--- config.mk ---
export PLATFORM = sky130hd
export DESIGN_NAME = raster_scanner
export DESIGN_NICKNAME = d
export VERILOG_FILES = /design/src/rtl/raster_scanner.sv
export SDC_FILE = /design/constraint.sdc
export NUM_CORES = 1
export LEC_CHECK = 0
export BUFFER_PORTS_ARGS = -buffer_cell sky130_fd_sc_hd__buf_2
export CORE_MARGIN = 4
export CORE_UTILIZATION = 46
export DETAILED_ROUTE_END_ITERATION = 10
export PLACE_DENSITY = 0.76
export SETUP_SLACK_MARGIN = 0.1
export SYNTH_ARGS = -nofsm -noshare
export SYNTH_HDL_FRONTEND = slang
export SYNTH_SLANG_ARGS = --single-unit
--- constraint.sdc ---
create_clock -name clk -period 3.2 [get_ports clk]
set_clock_uncertainty 0.2 [all_clocks]
set_input_delay 0.96 -clock clk [delete_from_list [all_inputs] [get_ports clk]]
set_output_delay 0.96 -clock clk [all_outputs]
set_load 0.05 [all_outputs]
--- src/rtl/raster_scanner.sv ---
// Raster-scan address generator: walks (x,y) over an H_COUNT x V_COUNT grid,
// advancing one pixel per valid/ready handshake. Supports single-frame and
// continuous operation, line/frame markers and a wrapping frame counter.
module raster_scanner #(
    parameter int H_COUNT = 16,
    parameter int V_COUNT = 16,
    parameter int X_W     = $clog2(H_COUNT > 1 ? H_COUNT : 2),
    parameter int Y_W     = $clog2(V_COUNT > 1 ? V_COUNT : 2),
    parameter int FRAME_W = 8
) (
    input  logic               clk,
    input  logic               reset,
    input  logic               start,
    input  logic               clear,
    input  logic               continuous,
    input  logic               pix_ready,
    output logic               pix_valid,
    output logic [X_W-1:0]     x,
    output logic [Y_W-1:0]     y,
    output logic               line_end,
    output logic               frame_end,
    output logic               busy,
    output logic               done,
    output logic [FRAME_W-1:0] frame_cnt
);

    typedef enum logic [1:0] {
        ST_IDLE = 2'b00,
        ST_SCAN = 2'b01,
        ST_DONE = 2'b10
    } state_t;

    localparam logic [X_W-1:0]     X_LAST    = X_W'(H_COUNT - 1);
    localparam logic [Y_W-1:0]     Y_LAST    = Y_W'(V_COUNT - 1);
    localparam logic [X_W-1:0]     X_ZERO    = {X_W{1'b0}};
    localparam logic [Y_W-1:0]     Y_ZERO    = {Y_W{1'b0}};
    localparam logic [X_W-1:0]     X_ONE     = X_W'(1);
    localparam logic [Y_W-1:0]     Y_ONE     = Y_W'(1);
    localparam logic [FRAME_W-1:0] FRAME_ZERO = {FRAME_W{1'b0}};
    localparam logic [FRAME_W-1:0] FRAME_ONE  = FRAME_W'(1);

    state_t             state_q, state_d;
    logic [X_W-1:0]     x_q, x_d;
    logic [Y_W-1:0]     y_q, y_d;
    logic [FRAME_W-1:0] frame_q, frame_d;

    logic               last_col_s;
    logic               last_row_s;
    logic               valid_s;

    // Decode the registered state into status flags and position markers.
    always_comb begin
        valid_s    = (state_q == ST_SCAN);
        // >= rather than == so a corrupted coordinate can never run past the grid.
        last_col_s = (x_q >= X_LAST);
        last_row_s = (y_q >= Y_LAST);
    end

    // Next-state computation: clear aborts from anywhere, otherwise the FSM
    // advances the raster position on each accepted pixel.
    always_comb begin
        state_d = state_q;
        x_d     = x_q;
        y_d     = y_q;
        frame_d = frame_q;
        if (clear) begin
            state_d = ST_IDLE;
            x_d     = X_ZERO;
            y_d     = Y_ZERO;
        end else begin
            case (state_q)
                ST_IDLE, ST_DONE: begin
                    if (start) begin
                        state_d = ST_SCAN;
                        x_d     = X_ZERO;
                        y_d     = Y_ZERO;
                    end else begin
                        state_d = state_q;
                    end
                end
                ST_SCAN: begin
                    if (pix_ready) begin
                        if (!last_col_s) begin
                            x_d = x_q + X_ONE;
                        end else if (!last_row_s) begin
                            x_d = X_ZERO;
                            y_d = y_q + Y_ONE;
                        end else begin
                            // Last pixel of the frame: count it and either
                            // roll straight into the next frame or stop.
                            x_d     = X_ZERO;
                            y_d     = Y_ZERO;
                            frame_d = frame_q + FRAME_ONE;
                            state_d = continuous ? ST_SCAN : ST_DONE;
                        end
                    end else begin
                        state_d = ST_SCAN;
                    end
                end
                default: begin
                    state_d = ST_IDLE;
                    x_d     = X_ZERO;
                    y_d     = Y_ZERO;
                end
            endcase
        end
    end

    // State, position and frame-counter registers with synchronous reset.
    always_ff @(posedge clk) begin
        if (reset) begin
            state_q <= ST_IDLE;
            x_q     <= X_ZERO;
            y_q     <= Y_ZERO;
            frame_q <= FRAME_ZERO;
        end else begin
            state_q <= state_d;
            x_q     <= x_d;
            y_q     <= y_d;
            frame_q <= frame_d;
        end
    end

    // Drive outputs straight from the registers.
    always_comb begin
        pix_valid = valid_s;
        x         = x_q;
        y         = y_q;
        line_end  = valid_s & (x_q == X_LAST);
        frame_end = valid_s & (x_q == X_LAST) & (y_q == Y_LAST);
        busy      = valid_s;
        done      = (state_q == ST_DONE);
        frame_cnt = frame_q;
    end

endmodule

* After elaboration in Yosys (flattened, before gate mapping)
Index checks and enable logic that the tools add are counted.
** Word-level totals
- Flip-flop bits (word level) :: 18
- Latch bits :: 0
- Bits in writable memories :: 0
- ROM bits :: 0
- Input port bits :: 6
- Output and inout bits :: 21
- Logic and storage cells :: 42
- Memories :: 0
** Operators by class
- Add/sub/neg operators :: 3
- Multipliers :: 0
- Divide/modulo/power cells :: 0
- $lt $le $gt $ge :: 2
- Equal/unequal tests :: 9
- Shift-type cells :: 0
- Mux-type cells :: 14
- Bitwise operators :: 3
- Reductions and logical operators :: 7
** Operators with widths (count)
- two-way mux 4 bit :: 6
- one-hot mux 4 bit (2 select lines) :: 2
- two-way mux 2 bit :: 5
- adder 4 x 1 -> 4 bit (second input constant) :: 2
- adder 8 x 1 -> 8 bit (second input constant) :: 1
- == test 4 bit (second input constant) :: 2
- greater-or-equal comparator 4 bit (second input constant) :: 2
- inequality test 2 bit (second input constant) :: 3
- inequality test 3 bit (second input constant) :: 2
- AND reduction 3 bit :: 2
- AND reduction 5 bit :: 1
- one-hot mux 2 bit (2 select lines) :: 1
- OR reduction 2 bit :: 2
- bitwise AND 1 bit :: 2
- == test 2 x 1 -> 1 bit (second input constant) :: 1
- == test 2 bit (second input constant) :: 1
- zero test 2 bit :: 1
- AND reduction 2 bit :: 1
- inverter 1 bit :: 1

* Longest topological paths before layout
- Word-level depth :: 5
- Depth in mapped cells :: 5
- Gate-level depth less buffers :: 5

* Worst setup path before layout
Ideal clock, no wire load.
- Path kind :: register to output
- From :: register x_q[0], in the netlist x[0]
- To :: output frame_end
- Arrival :: 1.953 ns
- Data required time :: 2.040 ns
- Slack :: 0.087 ns
- Stages on the path, launching flop included :: 5
- Cells stage by stage :: dfxtp_1 ha_1 nand3_2 nand2b_1 nor2_1
** Between the ends
- Cells in the longest elaborated chain, start to end :: 3
** RTL lines
- start, declared :: line 43 : logic [X_W-1:0] x_q, x_d;
- start signal, assigned :: line 113 : x_q <= X_ZERO;
- start signal, assigned :: line 118 : x_q <= x_d;
- == test 4 bit :: line 130 : frame_end = valid_s & (x_q == X_LAST) & (y_q == Y_LAST);
- bitwise AND 1 bit (2 in a row) :: line 130
- end, declared :: line 21 : output logic frame_end,
No other way between the ends.

* Worst setup path in the final report
Ends and elaborated chain as after synthesis.

==> flow_metrics.py <==
metrics = {
    "layout": {
        "syn_to_final_growth_pct": 19.24,
        "final_cells": 163,
        "diodes": 0,
        "layout-drive-gt1-share": 0.2868,
        "n_fill_cell": 190,
        "layout.nets": 146,
    },
    "die": {
        "io_pins": 27,
        "row_count": 16,
        "coreArea_sq_um": 1962,
        "dieArea_sq_um": 2871,
        "die_width_um": 53.59,
        "die_y_um": 53.59,
        "start_util": 0.4872,
    },
    "clocking": {
        "cts.sinks": 18,
        "clock_latency_ns": 0.29,
        "cts_tree": "done",
        "cts_made_buffers": 3,
        "clockRootBuffer": "clkbuf_4",
        "cts_hold_buf": 0,
        "h-tree-depth": 1,
        "postCtsResizedCells": 0,
        "cts.clk_slew.worst_paths_ns": 0.11,
        "cts_buffer_depth": 2,
        "postCtsSetupRepairBufs": 0,
    },
    "routing": {
        "route.met3.wl_um": 116,
        "final_antenna_net_count": 0,
        "met2_wirelength_um": 967,
        "wl_mm": 2.129,
        "drc": 0,
        "avgViaCountPerCell": 5.589,
        "highest_layer": "met4",
        "avgRoutedWirePerCell_um": 13.06,
        "vias": 911,
        "dr.pass1.iters": 4,
        "wl_met1_mm": 1.023,
        "drt-initial-drc-count": 17,
    },
    "yosys": {
        "seq_area_frac_synth": 0.3770,
        "yosys.cell_types.count": 37,
        "synthFlopType": "dfxtp_1",
        "yosys-top-cells-area": "dfxtp_1 38%, a21oi_1 6.3%, nor2_1 5.1%",
        "synth_enable_flop_cells": 0,
        "yosys_register_bits": 18,
        "synth_top_area_frac": 0.3770,
        "syn-cell-area_sq_um": 955.9,
        "yosys_warnings": 0,
        "synth_most_common_cell": "dfxtp_1",
        "async_flop_share": 0,
        "netlist_instances": 110,
        "synth.avg_cell_area_sq_um": 8.690,
        "syn_nets": 119,
        "yosysTopAreaCell": "dfxtp_1",
        "ys_top_cells_by_count": "18 x dfxtp_1, 13 x nor2_1, 12 x a21oi_1",
    },
    "setup_path": {
        "crit_path_start": "x[0]",
        "cp_num_buf_inv": 1,
        "endpoint": "frame_end",
        "rr_startpoint": "x[0]",
        "cp_slowest_cell": "dfxtp_1",
        "crit_path_max_incr_delay_ns": 0.42,
        "r2r_cells": 5,
        "crit_chain": "ha_1, nand3_2, nand2b_1, nor2_2, buf_2",
        "cp_top_family": "simple AND/OR/NAND/NOR gates",
        "rr_endpoint": "frame_cnt[7]",
        "path_depth": 5,
        "cp-start-kind": "register",
        "path_class": "register to output pin",
        "critPathCaptureType": "output pin",
        "rrSetupSlack_ns": 1.00,
        "critical_path_required_ns": 2.04,
        "worstPathMaxFanout": 5,
        "worstPathArrival_ns": 1.68,
    },
    "pwr": {
        "power_frac_seq": 0.571,
        "power_frac_clock": 0.360,
        "power_density_nw_per_um2": 346.8,
        "p_int_mw": 0.3011,
        "cellLeakagePower_nw": 0.4805,
        "p_sw_frac": 0.2382,
        "p_switching_mw": 0.09414,
        "power.total_mw": 0.3953,
        "ir_worst_vdd_v": 0.0002487,
        "comb_power_share": 0.069,
    },
    "timing": {
        "report.final.slew_viol_count": 0,
        "period_minus_slack_ns": 2.839,
        "setup_slack_ns": 0.3614,
        "period_share": 0.8871,
        "relSlewSlack": 0.6084,
        "final.setup.tns_ns": 0,
        "tightest_slew_ns": 0.5830,
        "rsz0062_at_grt": "no",
        "finalHoldViolCount": 0,
        "max_freq_mhz": 352.3,
        "hold_slack_ns": 0.2969,
        "setup_violations": 0,
    },
    "min_path": {
        "hold_path.class": "register to register",
    },
    "placement": {
        "dp_slack_ns": 0.5877,
        "dpl.hpwl_mm": 1.633,
        "gp_congestion": 0.8575,
        "port_buffers": 26,
        "dpl.cell_count": 159,
    },
    "global_route": {
        "antenna_found_initial": 0,
        "grt_pass1_wl_mm": 3.532,
        "grt_pass1_vias": 828,
        "grt_max_degree": 12,
        "grtUsageTotal": 0.1679,
        "grt-ovfl-total": 0,
    },
    "job": {
        "maxCapViolations": 0,
    },
    "run_status": {
        "status": "complete, no violations",
    },
}
logic make-up (layout without fill, tap and decap cells):
| kind of cell | count (synthesis) | in the layout | synth area share |
|---|---|---|---|
| compound gates | 25 | 25 | 0.1584 |
| xor+xnor | 4 | 4 | 0.03666 |
| fa+ha+maj | 3 | 3 | 0.03927 |
| buf+inv | 8 | 34 | 0.03534 |
| flops | 18 | 18 | 0.3770 |
| mux | 2 | 2 | 0.02225 |
| simple gates | 50 | 50 | 0.3311 |
layout make-up:
class	instances	area [sq um]	share of cell area
Clock buffer	4	36.28	0.03183
Inverter	4	15.01	0.01317
Multi-Input combinational cell	84	564.3	0.4951
Sequential cell	18	360.3	0.3161
Tap cell	27	33.78	0.02964
Timing Repair Buffer	26	130.1	0.1142
tightest hold or removal path: cells and delay by family (launching register included):
| family | cells | cell delay, ns |
|---|---|---|
| compound gates | 1 | 0.06 |
| simple gates | 1 | 0.06 |
| flops | 1 | 0.34 |
placed cells by master (no fill, tap or decap), drive strengths merged, types with 3 or more instances in the layout:
cell    instances
buf            26
dfxtp          18
nor2           13
a21oi          12
o21ai           5
nand3           5
nand2b          4
inv             4
and3            4
clkbuf          4
nand4b          3
ha              3
nand3b          3
nor4            3
sequential cells by signal (all words and copies together), names as in the netlist:
register   count
state_q        2
frame_cnt      8
y              4
x              4
routing by layer:
layer	GRT usage	vias to the layer above
met3	0.03324	4
met4	0.07234	0
li1	-	454
met1	0.2209	423
met2	0.2653	30
met5	0	-
power by group through the flow:
stage	Clock, mW	Combinational [mW]	Sequential (mW)
floorplan	0	0.0181	0.231
global placement	0	0.0266	0.231
detailed placement	0	0.0270	0.231
CTS	0.146	0.0271	0.226
global route	0.160	0.0297	0.226
finish	0.142	0.0271	0.226
stage by stage:
stage / utilization / cell area, sq um
global route: 0.5810 / 1140
CTS: 0.5810 / 1140
floorplan: - / 958.4
global placement: 0.5625 / 1104
finish: 0.5810 / 1140
detailed placement: 0.5625 / 1104
worst min path at each step:
stage / start / end / slack, ns / cells past startpoint
detailed placement: state_q[1] / state_q[1] / 0.29 / 2
finish: state_q[1] / state_q[1] / 0.30 / 2
CTS: state_q[1] / state_q[1] / 0.30 / 2
floorplan: state_q[1] / state_q[1] / 0.25 / 2
global route: state_q[1] / state_q[1] / 0.35 / 2
global placement: state_q[1] / state_q[1] / 0.27 / 2
(Power assumes the default switching activity.)
